$ cat src/rtl/rsa_pkg.sv
// Shared types and mux-select encodings for the RSA exponentiation sequencer.
// RSA_EXP_SKIP_LZ_EN adds the leading-zero skip state.
package rsa_pkg;

  // Operand mux select encodings (X: a=ACC b=MSG, Y: a=ACC b=BASE)
  localparam logic [1:0] MUX_SEL_A    = 2'b00;
  localparam logic [1:0] MUX_SEL_B    = 2'b01;
  localparam logic [1:0] MUX_SEL_ONE  = 2'b10;
  localparam logic [1:0] MUX_SEL_ZERO = 2'b11;

  typedef enum logic [3:0] {
    StIdle,
    StLoad,
    StPreBase,
    StPreAcc,
    StSqr,
    StMul,
    StNext,
    StPost,
    StDone
`ifdef RSA_EXP_SKIP_LZ_EN
    ,
    StSkip
`endif
  } state_e;

  // States that drive one multiplier operation (ISSUE then WAIT phase)
  function automatic logic is_op_state(state_e s);
    return (s == StPreBase) || (s == StPreAcc) || (s == StSqr) || (s == StMul) ||
           (s == StPost);
  endfunction

endpackage

$ cat src/rtl/rsa_exp_ctrl_if.sv
// Control bundle between the exponentiation sequencer (master) and the
// Montgomery multiplier datapath (slave).
interface rsa_exp_ctrl_if;
  logic       mm_start;
  logic       mm_done;
  logic [1:0] x_sel;
  logic [1:0] y_sel;
  logic       acc_ld_r2;
  logic       acc_we;
  logic       base_we;

  modport master (
    output mm_start,
    output x_sel,
    output y_sel,
    output acc_ld_r2,
    output acc_we,
    output base_we,
    input  mm_done
  );

  modport slave (
    input  mm_start,
    input  x_sel,
    input  y_sel,
    input  acc_ld_r2,
    input  acc_we,
    input  base_we,
    output mm_done
  );
endinterface

$ cat src/rtl/rsa_bit_cnt.sv
// Exponent bit-index down-counter: parallel load, saturating decrement, zero flag.
module rsa_bit_cnt #(
  parameter int unsigned CntW = 2
) (
  input  logic            clk,
  input  logic            rst,
  input  logic            load_i,
  input  logic [CntW-1:0] load_val_i,
  input  logic            dec_i,
  output logic [CntW-1:0] cnt_o,
  output logic            is_zero_o
);

  logic [CntW-1:0] cnt_d, cnt_q;

  always_comb begin
    cnt_d = cnt_q;
    if (load_i) begin
      cnt_d = load_val_i;
    end else if (dec_i && (cnt_q != '0)) begin
      cnt_d = cnt_q - CntW'(1);
    end
  end

  always_ff @(posedge clk) begin
    if (rst) begin
      cnt_q <= '0;
    end else begin
      cnt_q <= cnt_d;
    end
  end

  assign cnt_o     = cnt_q;
  assign is_zero_o = (cnt_q == '0);

endmodule

$ cat src/rtl/rsa_exp_ctrl.sv
// Left-to-right square-and-multiply sequencer driving a shared Montgomery multiplier.
// Define RSA_EXP_SKIP_LZ_EN to skip leading zero exponent bits without squaring.
module rsa_exp_ctrl
  import rsa_pkg::*;
#(
  parameter int unsigned EXP_WIDTH = 4
) (
  input  logic                 clk,
  input  logic                 rst,
  input  logic                 start,
  input  logic [EXP_WIDTH-1:0] exp,
  output logic                 busy,
  output logic                 done,
  rsa_exp_ctrl_if.master       mm
);

  localparam int unsigned CNT_W = (EXP_WIDTH > 1) ? $clog2(EXP_WIDTH) : 1;

  state_e               state_d, state_q;
  logic                 wait_d, wait_q;
  logic [EXP_WIDTH-1:0] exp_d, exp_q;

  logic             cnt_load, cnt_dec, cnt_zero;
  logic [CNT_W-1:0] bit_idx;
  logic             op_done;

  rsa_bit_cnt #(
    .CntW(CNT_W)
  ) u_bit_cnt (
    .clk       (clk),
    .rst       (rst),
    .load_i    (cnt_load),
    .load_val_i(CNT_W'(EXP_WIDTH - 1)),
    .dec_i     (cnt_dec),
    .cnt_o     (bit_idx),
    .is_zero_o (cnt_zero)
  );

  // A multiplier result is only meaningful while an op state is in its WAIT phase
  assign op_done = wait_q & mm.mm_done;

  always_comb begin
    state_d      = state_q;
    wait_d       = 1'b0;
    exp_d        = exp_q;
    cnt_load     = 1'b0;
    cnt_dec      = 1'b0;
    mm.x_sel     = MUX_SEL_ZERO;
    mm.y_sel     = MUX_SEL_ZERO;
    mm.mm_start  = 1'b0;
    mm.acc_ld_r2 = 1'b0;
    mm.acc_we    = 1'b0;
    mm.base_we   = 1'b0;
    busy         = 1'b1;
    done         = 1'b0;

    unique case (state_q)
      StIdle: begin
        busy = 1'b0;
        if (start) begin
          exp_d    = exp;
          cnt_load = 1'b1;
          state_d  = StLoad;
        end
      end
      StLoad: begin
        mm.acc_ld_r2 = 1'b1;
        state_d      = StPreBase;
      end
      StPreBase: begin
        mm.x_sel   = MUX_SEL_B;
        mm.y_sel   = MUX_SEL_A;
        mm.base_we = op_done;
        if (op_done) state_d = StPreAcc;
      end
      StPreAcc: begin
        mm.x_sel  = MUX_SEL_ONE;
        mm.y_sel  = MUX_SEL_A;
        mm.acc_we = op_done;
`ifdef RSA_EXP_SKIP_LZ_EN
        if (op_done) state_d = StSkip;
`else
        if (op_done) state_d = StSqr;
`endif
      end
      StSqr: begin
        mm.x_sel  = MUX_SEL_A;
        mm.y_sel  = MUX_SEL_A;
        mm.acc_we = op_done;
        if (op_done) state_d = exp_q[bit_idx] ? StMul : StNext;
      end
      StMul: begin
        mm.x_sel  = MUX_SEL_A;
        mm.y_sel  = MUX_SEL_B;
        mm.acc_we = op_done;
        if (op_done) state_d = StNext;
      end
      StNext: begin
        if (cnt_zero) begin
          state_d = StPost;
        end else begin
          cnt_dec = 1'b1;
          state_d = StSqr;
        end
      end
`ifdef RSA_EXP_SKIP_LZ_EN
      StSkip: begin
        if (exp_q[bit_idx]) begin
          state_d = StSqr;
        end else if (cnt_zero) begin
          state_d = StPost;
        end else begin
          cnt_dec = 1'b1;
        end
      end
`endif
      StPost: begin
        mm.x_sel  = MUX_SEL_A;
        mm.y_sel  = MUX_SEL_ONE;
        mm.acc_we = op_done;
        if (op_done) state_d = StDone;
      end
      StDone: begin
        done    = 1'b1;
        state_d = StIdle;
      end
      default: begin
        state_d = StIdle;
      end
    endcase

    // Shared ISSUE/WAIT sequencing for every multiplier op state
    if (is_op_state(state_q)) begin
      mm.mm_start = ~wait_q;
      wait_d      = ~op_done;
    end
  end

  always_ff @(posedge clk) begin
    if (rst) begin
      state_q <= StIdle;
      wait_q  <= 1'b0;
      exp_q   <= '0;
    end else begin
      state_q <= state_d;
      wait_q  <= wait_d;
      exp_q   <= exp_d;
    end
  end

endmodule
$ cat src/flat_wrapper.sv
// flat-port wrapper written by rule: the top's interface ports become plain ports
module rsa_exp_ctrl_flat import rsa_pkg::*;
#(
  parameter int unsigned EXP_WIDTH = 4
)
  (clk, rst, start, exp, busy, done, mm_mm_start, mm_x_sel, mm_y_sel, mm_acc_ld_r2, mm_acc_we, mm_base_we, mm_mm_done);
  rsa_exp_ctrl_if mm_i ();
  input  logic clk;
  input  logic rst;
  input  logic start;
  input  logic [EXP_WIDTH-1:0] exp;
  output logic busy;
  output logic done;
  output wire logic [$bits(mm_i.mm_start)-1:0] mm_mm_start;
  output wire logic [$bits(mm_i.x_sel)-1:0] mm_x_sel;
  output wire logic [$bits(mm_i.y_sel)-1:0] mm_y_sel;
  output wire logic [$bits(mm_i.acc_ld_r2)-1:0] mm_acc_ld_r2;
  output wire logic [$bits(mm_i.acc_we)-1:0] mm_acc_we;
  output wire logic [$bits(mm_i.base_we)-1:0] mm_base_we;
  input wire logic [$bits(mm_i.mm_done)-1:0] mm_mm_done;
  assign mm_mm_start = mm_i.mm_start;
  assign mm_x_sel = mm_i.x_sel;
  assign mm_y_sel = mm_i.y_sel;
  assign mm_acc_ld_r2 = mm_i.acc_ld_r2;
  assign mm_acc_we = mm_i.acc_we;
  assign mm_base_we = mm_i.base_we;
  assign mm_i.mm_done = mm_mm_done;
  rsa_exp_ctrl #(.EXP_WIDTH(EXP_WIDTH)) u_core (.clk(clk), .rst(rst), .start(start), .exp(exp), .busy(busy), .done(done), .mm(mm_i));
endmodule
$ cat config.mk
export PLATFORM = sky130hd
export DESIGN_NAME = rsa_exp_ctrl_flat
export DESIGN_NICKNAME = d
export VERILOG_FILES = /design/src/rtl/rsa_pkg.sv /design/src/rtl/rsa_exp_ctrl_if.sv /design/src/rtl/rsa_bit_cnt.sv /design/src/rtl/rsa_exp_ctrl.sv /design/src/flat_wrapper.sv
export SDC_FILE = /design/constraint.sdc
export NUM_CORES = 1
export LEC_CHECK = 0
export CAP_MARGIN = 15
export CORE_MARGIN = 5
export CORE_UTILIZATION = 50
export DETAILED_ROUTE_END_ITERATION = 10
export PLACE_DENSITY = 0.82
export SYNTH_ARGS = -nofsm -noshare
export SYNTH_HDL_FRONTEND = slang
export SYNTH_HIERARCHICAL = 1
export SYNTH_SLANG_ARGS = --single-unit
$ cat constraint.sdc
create_clock -name clk -period 5.3 [get_ports clk]
set_clock_uncertainty 0.1 [all_clocks]
set_input_delay 0.53 -clock clk [delete_from_list [all_inputs] [get_ports clk]]
set_output_delay 0.53 -clock clk [all_outputs]
set_load 0.02 [all_outputs]
# == After elaboration in Yosys (flattened, before gate mapping) ==
# Cells that the tools add are included.
# word_totals
inputBits,8
output_inout_bits,10
ff_bits,11
wordCells,64
# classes
n_lt_le_gt_ge,1
muxes,25
add_sub_neg,1
n_bitwise,4
n_reduce_logical,15
eq_ne,14
# ops
cell,count
$pmux W4 S8,1
$mux W4,6
$eq A4 B3 Y1 const B,4
$pmux W2 S3,2
$mux W1,11
$ne A2 B1 Y1 const B,5
$eq A4 B2 Y1 const B,2
$mux W2,4
$reduce_and A6 Y1,1
$reduce_or A3 Y1,2
$eq A4 B1 Y1 const B,1
$eq A4 B4 Y1 const B,1
$logic_not A4 Y1,1
$logic_or A1 B1 Y1,4
$reduce_bool A2 Y1,2
$reduce_or A4 Y1,1
$lt A2 B3 Y1 const B,1
$not A1 Y1,3
$bmux W1 S2,1
$logic_not A2 Y1,1
$ne A2 B2 Y1 const B,1
$reduce_and A2 Y1,1
$reduce_or A2 Y1,1
$sub A2 B1 Y2 const B,1
2 further kinds,2

# == Longest topological paths before layout ==
# depth
word_depth,7
depth_mapped,7
depth_no_buf,6

# == By module ==
# Netlist, hierarchy kept.
# by_module_without_submodules
mod,instances,cells_per_inst,area_each_um2,seq_area_each_um2
rsa_exp_ctrl,1,73,559.3,180.2
rsa_bit_cnt,1,14,126.4,40.0

# == Worst setup path before layout ==
# OpenSTA, ideal clock, no wires.
# synth_timing
path_kind,flip-flop to output port
start,register u_core.state_q[2]
end,output done
path_buffers,2
setup_slack_ps,3251
arrival_ps,1419
required_time_ps,4670
path_stages_with_launch,4
path_cell_list,dfxtp_1 > buf_4 > clkbuf_1 > nor4b_1
# synth_between
elab_chain_len,2
# synth_lines
item,line,source
"start, declared",rsa_exp_ctrl.sv:19,"state_e state_d, state_q;"
"start signal, assigned",rsa_exp_ctrl.sv:141,state_q <= StIdle;
"start signal, assigned",rsa_exp_ctrl.sv:145,state_q <= state_d;
$eq A4 B4 Y1,rsa_exp_ctrl.sv:57,unique case (state_q)
$mux W1,rsa_exp_ctrl.sv:57,
"end, declared",flat_wrapper.sv:13,output logic done;
# No other way between the ends.

# == Final worst setup path ==
# layout_timing
start,register u_core.state_q[2]
end,output busy
# layout_between
elab_chain_len,2
# layout_lines
item,line,source
$logic_not A4 Y1,rsa_exp_ctrl.sv:57,
$mux W1,rsa_exp_ctrl.sv:57,
"end, declared",flat_wrapper.sv:12,output logic busy;
# No other way between the ends.

==> flow_summary.toml <==
[critical_path]
cp-end-kind = "output pin"
crit_fanout = 18
crit_arrival_ns = 2.15
reg2reg_setup_slack_ns = 3.20
cp-startpoint = "u_core/state_q[2]$_SDFFE_PP0P_"
required_ns = 4.67
worstSetupPathType = "reg -> out"
rr_startpoint = "u_core/state_q[2]$_SDFFE_PP0P_"
startpoint_type = "flip-flop"

[worst_hold_path]
min_from = "u_core/exp_q[2]$_SDFFE_PP0P_"
hold_class = "reg -> reg"

[floorplan]
die_h_um = 47.0
placementRows = 13
io_pins = 18
die_w_um = 47.0
initial_core_util_pct = 52.7
coreArea_um2 = 1300
die_area_um2 = 2210

[routing]
wirelength_mm = 1.36
routed_via_density = 5.46
vias = 644
wl_per_cell_um = 11.5
drc = 0
drtAntennaViolNets = 0
dr.pass1.iters = 3
first_iter_violations = 8

[place]
portBuffers = 17
gp_congestion = 0.698
placed_area_um2 = 848
dpl.hpwl_mm = 1.05

[yosys]
yosysSeqAreaShare_pct = 32.1
yosysTopAreaCellShare_pct = 32.1
synth_ff_type = "dfxtp_1"
synthMostInstantiatedCell = "dfxtp_1"
syn_area_um2 = 686
synth-async-reset-ratio_pct = 0
synth-seq-cells = 11
syn_inst = 87
synth_common_cells = "11 x dfxtp_1, 10 x nand2_1, 7 x a21oi_1, 7 x inv_1"
yosys_warnings = 6
synth_top_area_cell = "dfxtp_1"
synth_area_leaders = "dfxtp_1 32%, nand2_1 5.5%, nand2b_1 5.5%"
ys_types = 27
synth-edff-count = 0
postSynthAreaPerCell_um2 = 7.88

[clock_tree]
ctsResizeCount = 0
cts.sinks = 11
clockRootBuffer = "clkbuf_4"
htreeDepth = 1
cts_hold_buf = 0
clk_pin_slew_worst_paths_ns = 0.07
numCtsBuffers = 3
clockBufferDepth = 2
insertion_delay_ns = 0.27
tritoncts = "done"
cts_setup_buffers = 0

[power]
leakage_nw = 0.324
power_density_nw_per_um2 = 331
power_mw = 0.290
vdd_ir_drop_max_mv = 0.197

[layout]
design_area_um2 = 875
diodes = 0
final_net_count = 113
drive_above_1_share_pct = 5.83
area_growth_pct = 27.6
fill_cells = 128

[global_routing]
grt_pass1_wl_mm = 2.39
grt_max_degree = 19
grtUsageTotal_pct = 15.9
grt_antenna_before_repair = 0
first_global_vias = 568
overflow = 0

[timing]
worstMarginPinSlew_ns = 0.774
min_period_over_period_pct = 52.5
grt_setup_unrepaired = "no"
fmaxAchievable_mhz = 360
report.final.slew_viol_count = 0
finalSetupViolations = 0
worst_hold_slack_ns = 0.353
finalCriticalPeriod_ns = 2.78
hold_violations = 0
final.setup.tns_ns = 0
max-slew-margin-rel_pct = 47.9

[job]
drv_cap = 0

[status]
outcome = "finished clean"
## layout make-up
class | instances | area, um2 | share of cell area [%]
clock buffer | 4 | 26.3 | 3.00
inverter | 7 | 26.3 | 3.00
multi-input combinational | 64 | 413 | 47.2
sequential | 11 | 220 | 25.2
tap | 15 | 18.8 | 2.15
timing repair buffer | 17 | 170 | 19.5
## worst max-delay path, stage by stage (launching register included)
cell	delay [ns]
dfxtp_1	0.48
nor4_1	0.76
inv_1	0.08
clkdlybuf4s50_1	0.56
## cell families after synthesis
logic type                 count (synthesis)  synth area share (%)
muxes                                      1                  3.28
AOI/OAI and AO/OA                         16                  16.2
buffers and inverters                     13                  8.21
xor gates and xnor gates                   4                  5.11
other                                      1                 0.547
DFF                                       11                  32.1
and+or+nand+nor                           40                  32.7
adders and majority gates                  1                  1.82
## worst paths after layout
check	end	depth (start not counted)
max reg2reg	u_core/u_bit_cnt/cnt_o[1]$_SDFFE_PP0P_	6
min reg2reg	u_core/exp_q[2]$_SDFFE_PP0P_	2
min	u_core/exp_q[2]$_SDFFE_PP0P_	2
max	busy	3
## per-stage QoR
| step | instances | util, % | worst slack [ns] |
|---|---|---|---|
| final | 118 | 67.2 | 2.52 |
| after floorplan | 88 | - | 3.25 |
| after detailed placement | 114 | 65.2 | 2.75 |
| after CTS | 118 | 67.2 | 2.49 |
| after global placement | 114 | 65.2 | 2.76 |
| after global routing | 118 | 67.2 | 2.37 |
## cells in the final DEF (no fill, tap or decap), types with 2 or more instances in the layout
| cell type | synthesis | final |
|---|---|---|
| clkdlybuf4s50_1 | 0 | 17 |
| clkbuf_4 | 0 | 3 |
| a21o_1 | 2 | 2 |
| nand2b_1 | 6 | 6 |
| nor4b_1 | 3 | 3 |
| o211ai_1 | 2 | 2 |
| nand2_1 | 10 | 10 |
| dfxtp_1 | 11 | 11 |
| o31ai_1 | 2 | 2 |
| nand3_1 | 4 | 4 |
| inv_1 | 7 | 7 |
| a21oi_1 | 7 | 7 |
| nor4_1 | 5 | 5 |
| conb_1 | 1 | 2 |
| nor2_1 | 6 | 6 |
| xnor2_1 | 4 | 4 |
## flip-flops by register name, indices dropped and copies added, names as in the netlist
| name | cells |
|---|---|
| u_core/u_bit_cnt/cnt_o | 2 |
| u_core/exp_q | 4 |
| u_core/state_q | 4 |
| u_core/wait_q | 1 |
## layer usage
metal	wire length [um]	part of all wire, %	up-vias	GRT usage [%]
met5	0	0	-	0
met4	47	3.5	0	13.3
met3	98	7.2	5	3.45
met2	658	49	19	25.7
met1	552	41	285	17.6
li1	-	-	335	-
## where the power goes
part	internal [mW]	switching (mW)
clock	0.0292	0.0273
sequential	0.0945	0.0191
combinational	0.0592	0.0602
total	0.183	0.107
Power figures use the tool's default switching activity.
